==> config.mk <==
export PLATFORM = sky130hd
export DESIGN_NAME = stb_drp_ctl_flat
export DESIGN_NICKNAME = d
export VERILOG_FILES = /design/src/rtl/stb_drp_ctl_pkg.sv /design/src/rtl/stb_drp_ctl_if.sv /design/src/rtl/stb_drp_ctl_osc_div.sv /design/src/rtl/stb_drp_ctl.sv /design/src/flat_wrapper.sv
export SDC_FILE = /design/constraint.sdc
export NUM_CORES = 1
export LEC_CHECK = 0
export CORE_AREA = 2 2 62 64
export DETAILED_ROUTE_END_ITERATION = 7
export DIE_AREA = 0 0 64 66
export MAX_ROUTING_LAYER = met4
export PLACE_DENSITY = 0.62
export RECOVER_POWER = 50
export SLEW_MARGIN = 20
export SYNTH_ARGS = -nofsm -noshare
export SYNTH_HDL_FRONTEND = slang
export SYNTH_SLANG_ARGS = --single-unit
export TNS_END_PERCENT = 100
==> constraint.sdc <==
create_clock -name clk -period 2.2 [get_ports clk]
set_input_delay 0.22 -clock clk [delete_from_list [all_inputs] [get_ports clk]]
set_output_delay 0.22 -clock clk [all_outputs]
set_load 0.01 [all_outputs]
==> src/rtl/stb_drp_ctl_pkg.sv <==
// Shared bit positions for the AOPT / XANA2 option registers of the stand-by
// analog control block.
package stb_drp_ctl_pkg;

  localparam int AOPT_DNCHK  = 3;
  localparam int XANA2_LFOSC = 7;
  localparam int XANA2_DRP   = 6;
  localparam int XANA2_IMP   = 4;
  localparam int XANA2_STBRP = 3;
  localparam int XANA2_RDENB = 2;

  localparam int REG_W = 8;

endpackage

==> src/rtl/stb_drp_ctl_if.sv <==
// Register-bus and analog-side signals of stb_drp_ctl. The bus side (master)
// drives the write strobes; the block (slave) drives readback and analog enables.
interface stb_drp_ctl_if;
  // Write protocol: a strobe is sampled on each rising clk edge and loads wdat
  // into its register at that edge; there is no ready, every strobe is accepted,
  // and both strobes may be high together (both registers load the same wdat).
  logic       we_aopt;
  logic       we_xana2;
  logic [7:0] wdat;
  logic [7:0] aopt;
  logic [7:0] xana2;
  logic       DNCHK_EN;
  logic       STB_RP;
  logic       RD_ENB;
  logic       DRP_OSC;
  logic       LFOSC_EN;

  modport master (
    output we_aopt, we_xana2, wdat,
    input  aopt, xana2, DNCHK_EN, STB_RP, RD_ENB, DRP_OSC, LFOSC_EN
  );

  modport slave (
    input  we_aopt, we_xana2, wdat,
    output aopt, xana2, DNCHK_EN, STB_RP, RD_ENB, DRP_OSC, LFOSC_EN
  );
endinterface

==> src/rtl/stb_drp_ctl_osc_div.sv <==
// Enable-gated modulo-PERIOD counter with a registered pulse that is high for
// counts [START, START+HIGH). Dropping the enable clears count and pulse.
module stb_drp_ctl_osc_div #(
  parameter int unsigned PERIOD = 96,
  parameter int unsigned HIGH   = 48,
  parameter int unsigned START  = 0
) (
  input  logic clk,
  input  logic rst_n,
  input  logic en_i,
  output logic pulse_o
);

  localparam int unsigned CW = (PERIOD > 1) ? $clog2(PERIOD) : 1;
  localparam logic [CW:0] LO = (CW+1)'(START);
  localparam logic [CW:0] HW = (CW+1)'(HIGH);

  logic [CW-1:0] cnt_q, cnt_d;
  logic          pulse_q, pulse_d;
  logic [CW:0]   cnt_x;

  assign cnt_x = {1'b0, cnt_q};

  // Window test uses modular distance from START so no compare is constant;
  // counts below START wrap to values >= HIGH because START+HIGH <= PERIOD.
  always_comb begin
    cnt_d   = '0;
    pulse_d = 1'b0;
    if (en_i) begin
      cnt_d   = (cnt_q == CW'(PERIOD - 1)) ? '0 : cnt_q + CW'(1);
      pulse_d = (cnt_x - LO) < HW;
    end
  end

  always_ff @(posedge clk or negedge rst_n) begin
    if (!rst_n) begin
      cnt_q   <= '0;
      pulse_q <= 1'b0;
    end else begin
      cnt_q   <= cnt_d;
      pulse_q <= pulse_d;
    end
  end

  assign pulse_o = pulse_q;

endmodule

==> src/rtl/stb_drp_ctl.sv <==
// Stand-by analog control: AOPT/XANA2 option registers plus the DRP toggle and
// impedance-check oscillators that drive STB_RP, RD_ENB and DNCHK_EN.
module stb_drp_ctl
  import stb_drp_ctl_pkg::*;
#(
  parameter int unsigned DRP_HALF   = 48,
  parameter int unsigned IMP_ON     = 24,
  parameter int unsigned IMP_PERIOD = 96
) (
  input  logic         clk,
  input  logic         srstz,
  stb_drp_ctl_if.slave bus
);

  logic [REG_W-1:0] aopt_q, aopt_d;
  logic [REG_W-1:0] xana2_q, xana2_d;
  logic             drp_en, imp_en;
  logic             drp_pulse, imp_pulse;

  always_comb begin
    aopt_d  = aopt_q;
    xana2_d = xana2_q;
    if (bus.we_aopt)  aopt_d  = bus.wdat;
    if (bus.we_xana2) xana2_d = bus.wdat;
  end

  always_ff @(posedge clk or negedge srstz) begin
    if (!srstz) begin
      aopt_q  <= '0;
      xana2_q <= '0;
    end else begin
      aopt_q  <= aopt_d;
      xana2_q <= xana2_d;
    end
  end

  assign drp_en = xana2_q[XANA2_DRP];
  assign imp_en = xana2_q[XANA2_IMP];

  // START = DRP_HALF-1 makes the first rise land DRP_HALF cycles after the
  // enable bit is loaded, the pulse being registered one cycle behind the count.
  stb_drp_ctl_osc_div #(
    .PERIOD (2 * DRP_HALF),
    .HIGH   (DRP_HALF),
    .START  (DRP_HALF - 1)
  ) u_drp_osc (
    .clk     (clk),
    .rst_n   (srstz),
    .en_i    (drp_en),
    .pulse_o (drp_pulse)
  );

  stb_drp_ctl_osc_div #(
    .PERIOD (IMP_PERIOD),
    .HIGH   (IMP_ON),
    .START  (0)
  ) u_imp_osc (
    .clk     (clk),
    .rst_n   (srstz),
    .en_i    (imp_en),
    .pulse_o (imp_pulse)
  );

  // Mode bits gate the pulses so outputs fall back to static values as soon as
  // a mode bit clears, while the divider flushes its state one cycle later.
  assign bus.aopt     = aopt_q;
  assign bus.xana2    = xana2_q;
  assign bus.LFOSC_EN = xana2_q[XANA2_LFOSC];
  assign bus.DRP_OSC  = drp_en & drp_pulse;
  assign bus.STB_RP   = drp_en ? drp_pulse : xana2_q[XANA2_STBRP];
  assign bus.RD_ENB   = drp_en ? drp_pulse : xana2_q[XANA2_RDENB];
  assign bus.DNCHK_EN = aopt_q[AOPT_DNCHK] | (imp_en & imp_pulse);

endmodule

==> src/flat_wrapper.sv <==
// flat-port wrapper written by rule: the top's interface ports become plain ports
module stb_drp_ctl_flat import stb_drp_ctl_pkg::*;
#(
  parameter int unsigned DRP_HALF   = 48,
  parameter int unsigned IMP_ON     = 24,
  parameter int unsigned IMP_PERIOD = 96
)
  (clk, srstz, bus_we_aopt, bus_we_xana2, bus_wdat, bus_aopt, bus_xana2, bus_DNCHK_EN, bus_STB_RP, bus_RD_ENB, bus_DRP_OSC, bus_LFOSC_EN);
  stb_drp_ctl_if bus_i ();
  input  logic clk;
  input  logic srstz;
  input wire logic [$bits(bus_i.we_aopt)-1:0] bus_we_aopt;
  input wire logic [$bits(bus_i.we_xana2)-1:0] bus_we_xana2;
  input wire logic [$bits(bus_i.wdat)-1:0] bus_wdat;
  output wire logic [$bits(bus_i.aopt)-1:0] bus_aopt;
  output wire logic [$bits(bus_i.xana2)-1:0] bus_xana2;
  output wire logic [$bits(bus_i.DNCHK_EN)-1:0] bus_DNCHK_EN;
  output wire logic [$bits(bus_i.STB_RP)-1:0] bus_STB_RP;
  output wire logic [$bits(bus_i.RD_ENB)-1:0] bus_RD_ENB;
  output wire logic [$bits(bus_i.DRP_OSC)-1:0] bus_DRP_OSC;
  output wire logic [$bits(bus_i.LFOSC_EN)-1:0] bus_LFOSC_EN;
  assign bus_i.we_aopt = bus_we_aopt;
  assign bus_i.we_xana2 = bus_we_xana2;
  assign bus_i.wdat = bus_wdat;
  assign bus_aopt = bus_i.aopt;
  assign bus_xana2 = bus_i.xana2;
  assign bus_DNCHK_EN = bus_i.DNCHK_EN;
  assign bus_STB_RP = bus_i.STB_RP;
  assign bus_RD_ENB = bus_i.RD_ENB;
  assign bus_DRP_OSC = bus_i.DRP_OSC;
  assign bus_LFOSC_EN = bus_i.LFOSC_EN;
  stb_drp_ctl #(.DRP_HALF(DRP_HALF), .IMP_ON(IMP_ON), .IMP_PERIOD(IMP_PERIOD)) u_core (.clk(clk), .srstz(srstz), .bus(bus_i));
endmodule
; Word level (Yosys, flattened, before mapping)
; Cells that the tools add are included.
[word_totals]
register_bits = 32
input_bits = 12
word_cells = 24
[op_classes]
addsub = 3
order_cmp = 2
n_eq_ne = 2
n_mux = 8
n_bitwise = 3
[op_table]
columns = op, n
row1 = 7-bit 2-to-1 mux, 4
row2 = "7-bit by 1-bit adder with 7-bit output, second input constant", 2
row3 = "7-bit equality test, second input constant", 2
row4 = "8-bit by 6-bit less-than comparator with 1-bit output, second input constant", 1
row5 = "7-bit by 6-bit subtractor with 8-bit output, second input constant", 1
row6 = "7-bit by 5-bit less-than comparator with 1-bit output, second input constant", 1
row7 = 1-bit 2-to-1 mux, 4
row8 = 1-bit bitwise AND, 2
row9 = 1-bit bitwise OR, 1

; Longest topological paths before layout
[logic_depth]
depth_word = 3
mapped_depth = 5

; Hierarchy
; A second synthesis with hierarchy kept.
[hier_totals]
hier_cells = 110
area_unflattened_um2 = 1446.4
[modules_own_cells]
columns = mod, instances, cells_each, area_per_inst_um2
row1 = stb_drp_ctl, 1, 39, 706.9
row2 = stb_drp_ctl_osc_div at u_core.u_drp_osc, 1, 39, 395.4
row3 = stb_drp_ctl_osc_div at u_core.u_imp_osc, 1, 32, 344.1

; Least setup slack after synthesis
; No wires, ideal clock.
[synth_path]
kind = register to register
start = register u_core.u_drp_osc.cnt_q[0]
end = register u_core.u_drp_osc.cnt_q[5]
arrival_ps = 1207
path_slack_ps = 874
path_stages_with_launch = 6
period_less_slack_ps = 1326
path_cell_list = dfrtp_1 -> ha_1 -> and4_4 -> nand2_2 -> nor3b_1 -> o21a_1
[synth_between]
elab_chain_len = 3
elab_cells_between_ends = 4
[synth_rtl]
columns = item, line_no
row1 = start: declaration, stb_drp_ctl_osc_div.sv:18  ; logic [CW-1:0] cnt_q, cnt_d;
row2 = start signal: assignment, stb_drp_ctl_osc_div.sv:40  ; cnt_q <= cnt_d;
row3 = 7-bit by 1-bit adder with 7-bit output or 7-bit equality test (tied branches), stb_drp_ctl_osc_div.sv:30  ; cnt_d = (cnt_q == CW'(PERIOD - 1)) ? '0 : cnt_q + CW'(1);
row4 = 7-bit 2-to-1 mux *, stb_drp_ctl_osc_div.sv:30
row5 = 7-bit 2-to-1 mux *, stb_drp_ctl_osc_div.sv:29  ; if (en_i) begin
row6 = named net u_core.u_drp_osc.cnt_d[5], stb_drp_ctl_osc_div.sv:18
; Mark *: on every way through the listed nets, which the timed path passes. The rest lies on a longest branch.
; A chain may end at the register's enable or synchronous reset.

; Final worst setup path
[layout_path]
start = register u_core.xana2_q[6], in the netlist u_core.bus.xana2[6]
end = output bus_RD_ENB
[layout_between]
elab_chain_len = 1
[layout_rtl]
columns = item, line_no
row1 = start: declaration, stb_drp_ctl.sv:16  ; logic [REG_W-1:0] xana2_q, xana2_d;
row2 = start signal: assignment, stb_drp_ctl.sv:33  ; xana2_q <= xana2_d;
row3 = 1-bit 2-to-1 mux, stb_drp_ctl.sv:71  ; assign bus.RD_ENB = drp_en ? drp_pulse : xana2_q[XANA2_RDENB];
row4 = end: declaration, flat_wrapper.sv:19  ; output wire logic [$bits(bus_i.RD_ENB)-1:0] bus_RD_ENB;
; No other way between the ends.

==> impl_metrics.py <==
metrics = {
    "run_status": {
        "status": "finished, violations left",
        "violations": "max-capacitance violations, max-slew violations",
    },
    "route": {
        "dr.pass1.iters": 4,
        "ant_nets": 0,
        "avgViaCountPerCell": 4.83,
        "drtIter0Drc": 32,
        "wl_per_cell_um": 12.5,
        "drcViolationCount": 0,
        "totalWireLength_mm": 2.55,
        "vias": 985,
    },
    "clock_tree": {
        "clk_path_buf_depth": 2,
        "clk_pin_slew_worst_paths_ns": 0.10,
        "cts_tree": "built",
        "insertion_delay_ns": 0.33,
        "cts_resized": 0,
        "cts_buffers": 5,
        "htreeDepth": 2,
        "cts-root-buf": "clkbuf_4",
        "post_cts_buffers": 0,
        "cts_sinks": 32,
        "holdBufCountCts": 0,
    },
    "final_layout": {
        "finalNetCount": 169,
        "insertedDiodeCount": 0,
        "syn_to_final_growth_pct": 29.8,
        "layout-drive-gt1-share_pct": 15.4,
        "final_common_cell": "dfrtp_1",
        "fin_area_um2": 1800,
        "final_cell_mix": "dfrtp_1, clkdlybuf4s50_1, mux2_2",
        "num-fill-cells": 330,
    },
    "timing": {
        "min_period_ns": 1.77,
        "max_freq_mhz": 566,
        "finalMaxSlewViolations": 33,
        "hold-worst-slack_ns": 0.478,
        "fin_crit_sh_pct": 80.3,
        "hold_viol": 0,
        "tns_ns": 0,
        "rsz0062_at_grt": "no",
        "slew_headroom_pct": -8.84,
        "final-setup-viol-count": 0,
        "finClkSkew_ns": 0.00896,
        "tightest_slew_ns": 1.63,
    },
    "die": {
        "rows": 22,
        "initial_core_util_pct": 39.0,
        "io_pins": 33,
        "core_area_um2": 3550,
        "dieWidth_um": 64,
        "die_h_um": 66,
        "die_area_um2": 4220,
    },
    "grt": {
        "grt_pass1_vias": 1080,
        "grt_max_degree": 33,
        "grt_pass1_wl_mm": 4.66,
        "antenna_found_initial": 0,
        "grt_util_all_layers_pct": 15.2,
        "grt-ovfl-total": 0,
    },
    "yosys": {
        "synth_area_per_cell_um2": 11.5,
        "synth_top_cell_area_share_pct": 57.9,
        "seq_area_frac_synth_pct": 57.9,
        "synth.distinct_cells": 32,
        "synth_area_leaders": "dfrtp_1, mux2_2, nor2_1",
        "synth_fp_nets": 134,
        "ys_seq_elements": 32,
        "ys_warn_count": 0,
        "synth_cells": 120,
        "synth_area_um2": 1380,
        "synth_top_area_cell": "dfrtp_1",
    },
    "place": {
        "port-buffer-count": 32,
        "gp_congestion": 0.764,
        "hpwl_mm": 1.87,
        "dpl_cell_area_um2": 1740,
    },
    "flow_run": {
        "drv_cap": 1,
    },
    "critical_path": {
        "path_class": "flop to output port",
        "crit_required_ns": 1.98,
        "end_kind": "output port",
        "critical_path.startpoint": "u_core.bus.xana2[6]",
        "r2r_slack_ns": 0.69,
        "r2r-end": "u_core.u_drp_osc.pulse_o",
        "arrival_ns": 1.55,
        "critical_path.max_fanout": 8,
        "regToRegStartpoint": "u_core.u_drp_osc.cnt_q[0]",
        "rr_worst_depth": 5,
        "critPathLaunchType": "flop",
    },
    "power_and_ir_drop": {
        "ir_worst_vdd_uv": 386,
        "p_leak_uw": 0.000773,
        "power_density_nw_per_um2": 666,
    },
    "worst_hold_path": {
        "min_path_cells": 1,
        "min_from": "u_core.u_imp_osc.cnt_q[0]",
        "holdCritPathClass": "flop to flop",
        "whs_endpoint": "u_core.u_imp_osc.cnt_q[0]",
    },
}
-- worst max-delay path, stage by stage (launching register included) --
cell and delay, ns:
dfrtp_1 0.46, nand2_1 0.11, o21ai_0 0.09, clkdlybuf4s50_1 0.56
-- cell usage after synthesis --
cell	n
a31oi_1	1
buf_2	2
nor3b_2	1
and2_2	1
mux2_2	12
xor2_1	4
nand2_2	1
o21ai_0	8
nor2_1	11
mux2i_1	1
and4_1	1
a21o_1	1
and2_1	2
nor3b_1	2
buf_4	3
ha_1	2
nor3_1	1
inv_1	6
or3_1	1
nand2_1	7
nand2b_1	1
and4_4	1
xnor2_1	2
nand3b_1	1
o21a_1	1
nand4_1	2
a21oi_1	3
dfrtp_1	32
nor2b_1	1
nor4b_1	1
nand3_1	4
o21ai_1	3
-- layout make-up --
cell class                 count  area [um2]  share of cell area, %
inverter                       6        22.5                   1.25
multi-input combinational     77         528                   29.4
clock buffer                   6        51.3                   2.86
sequential                    32         801                   44.6
clock inverter                 2        10.0                  0.557
timing repair buffer          33         324                   18.0
tap                           48        60.1                   3.34
-- layer usage --
metal  global-route usage, %  share of wire (%)
met5                       -                  0
met4                    7.88                1.8
met3                    5.62                5.4
met2                    24.7                 48
met1                    16.3                 45
-- sequential cells by signal (all words and copies together), names as in the netlist --
signal / flops
u_core.bus.aopt: 8
u_core.bus.xana2: 8
u_core.u_drp_osc.cnt_q: 7
u_core.u_imp_osc.cnt_q: 7
u_core.u_drp_osc.pulse_o: 1
u_core.u_imp_osc.pulse_o: 1
-- how the worst max path moves through the flow --
stage | end | slack (ns) | depth (start not counted)
3_5_place_dp | u_core.u_drp_osc.pulse_o | 0.71 | 5
4_1_cts | bus_RD_ENB | 0.40 | 3
3_3_place_gp | u_core.u_drp_osc.pulse_o | 0.75 | 5
5_1_grt | u_core.u_drp_osc.cnt_q[6] | 0.16 | 2
6_report | bus_RD_ENB | 0.43 | 3
2_1_floorplan | u_core.u_drp_osc.cnt_q[5] | 0.87 | 5
-- power breakdown --
part / internal [uW] / switching, uW
Clock: 152 / 196
Sequential: 628 / 29.3
Combinational: 111 / 80.0
-- stage by stage --
step                      setup WS, ns  instances  total power [uW]  util (%)
after floorplan                  0.874        120               748         -
after global placement           0.753        196               861      49.0
after detailed placement         0.713        196               865      49.0
after CTS                        0.401        204              1220      50.7
after global routing             0.163        204              1270      50.6
final                            0.434        204              1200      50.6
-- cell families (layout without fill, tap and decap cells) --
group	after synthesis	count (layout)	share of synthesized area [%]
adder cells (fa/ha/maj)	2	2	1.81
multiplexers	13	13	10.5
AND/OR/NAND/NOR	39	39	15.5
AO/OA/AOI/OAI	17	17	6.60
buffers and inverters	11	47	3.98
flip-flops	32	32	57.9
XOR/XNOR	6	6	3.80
Power figures use the tool's default switching activity.
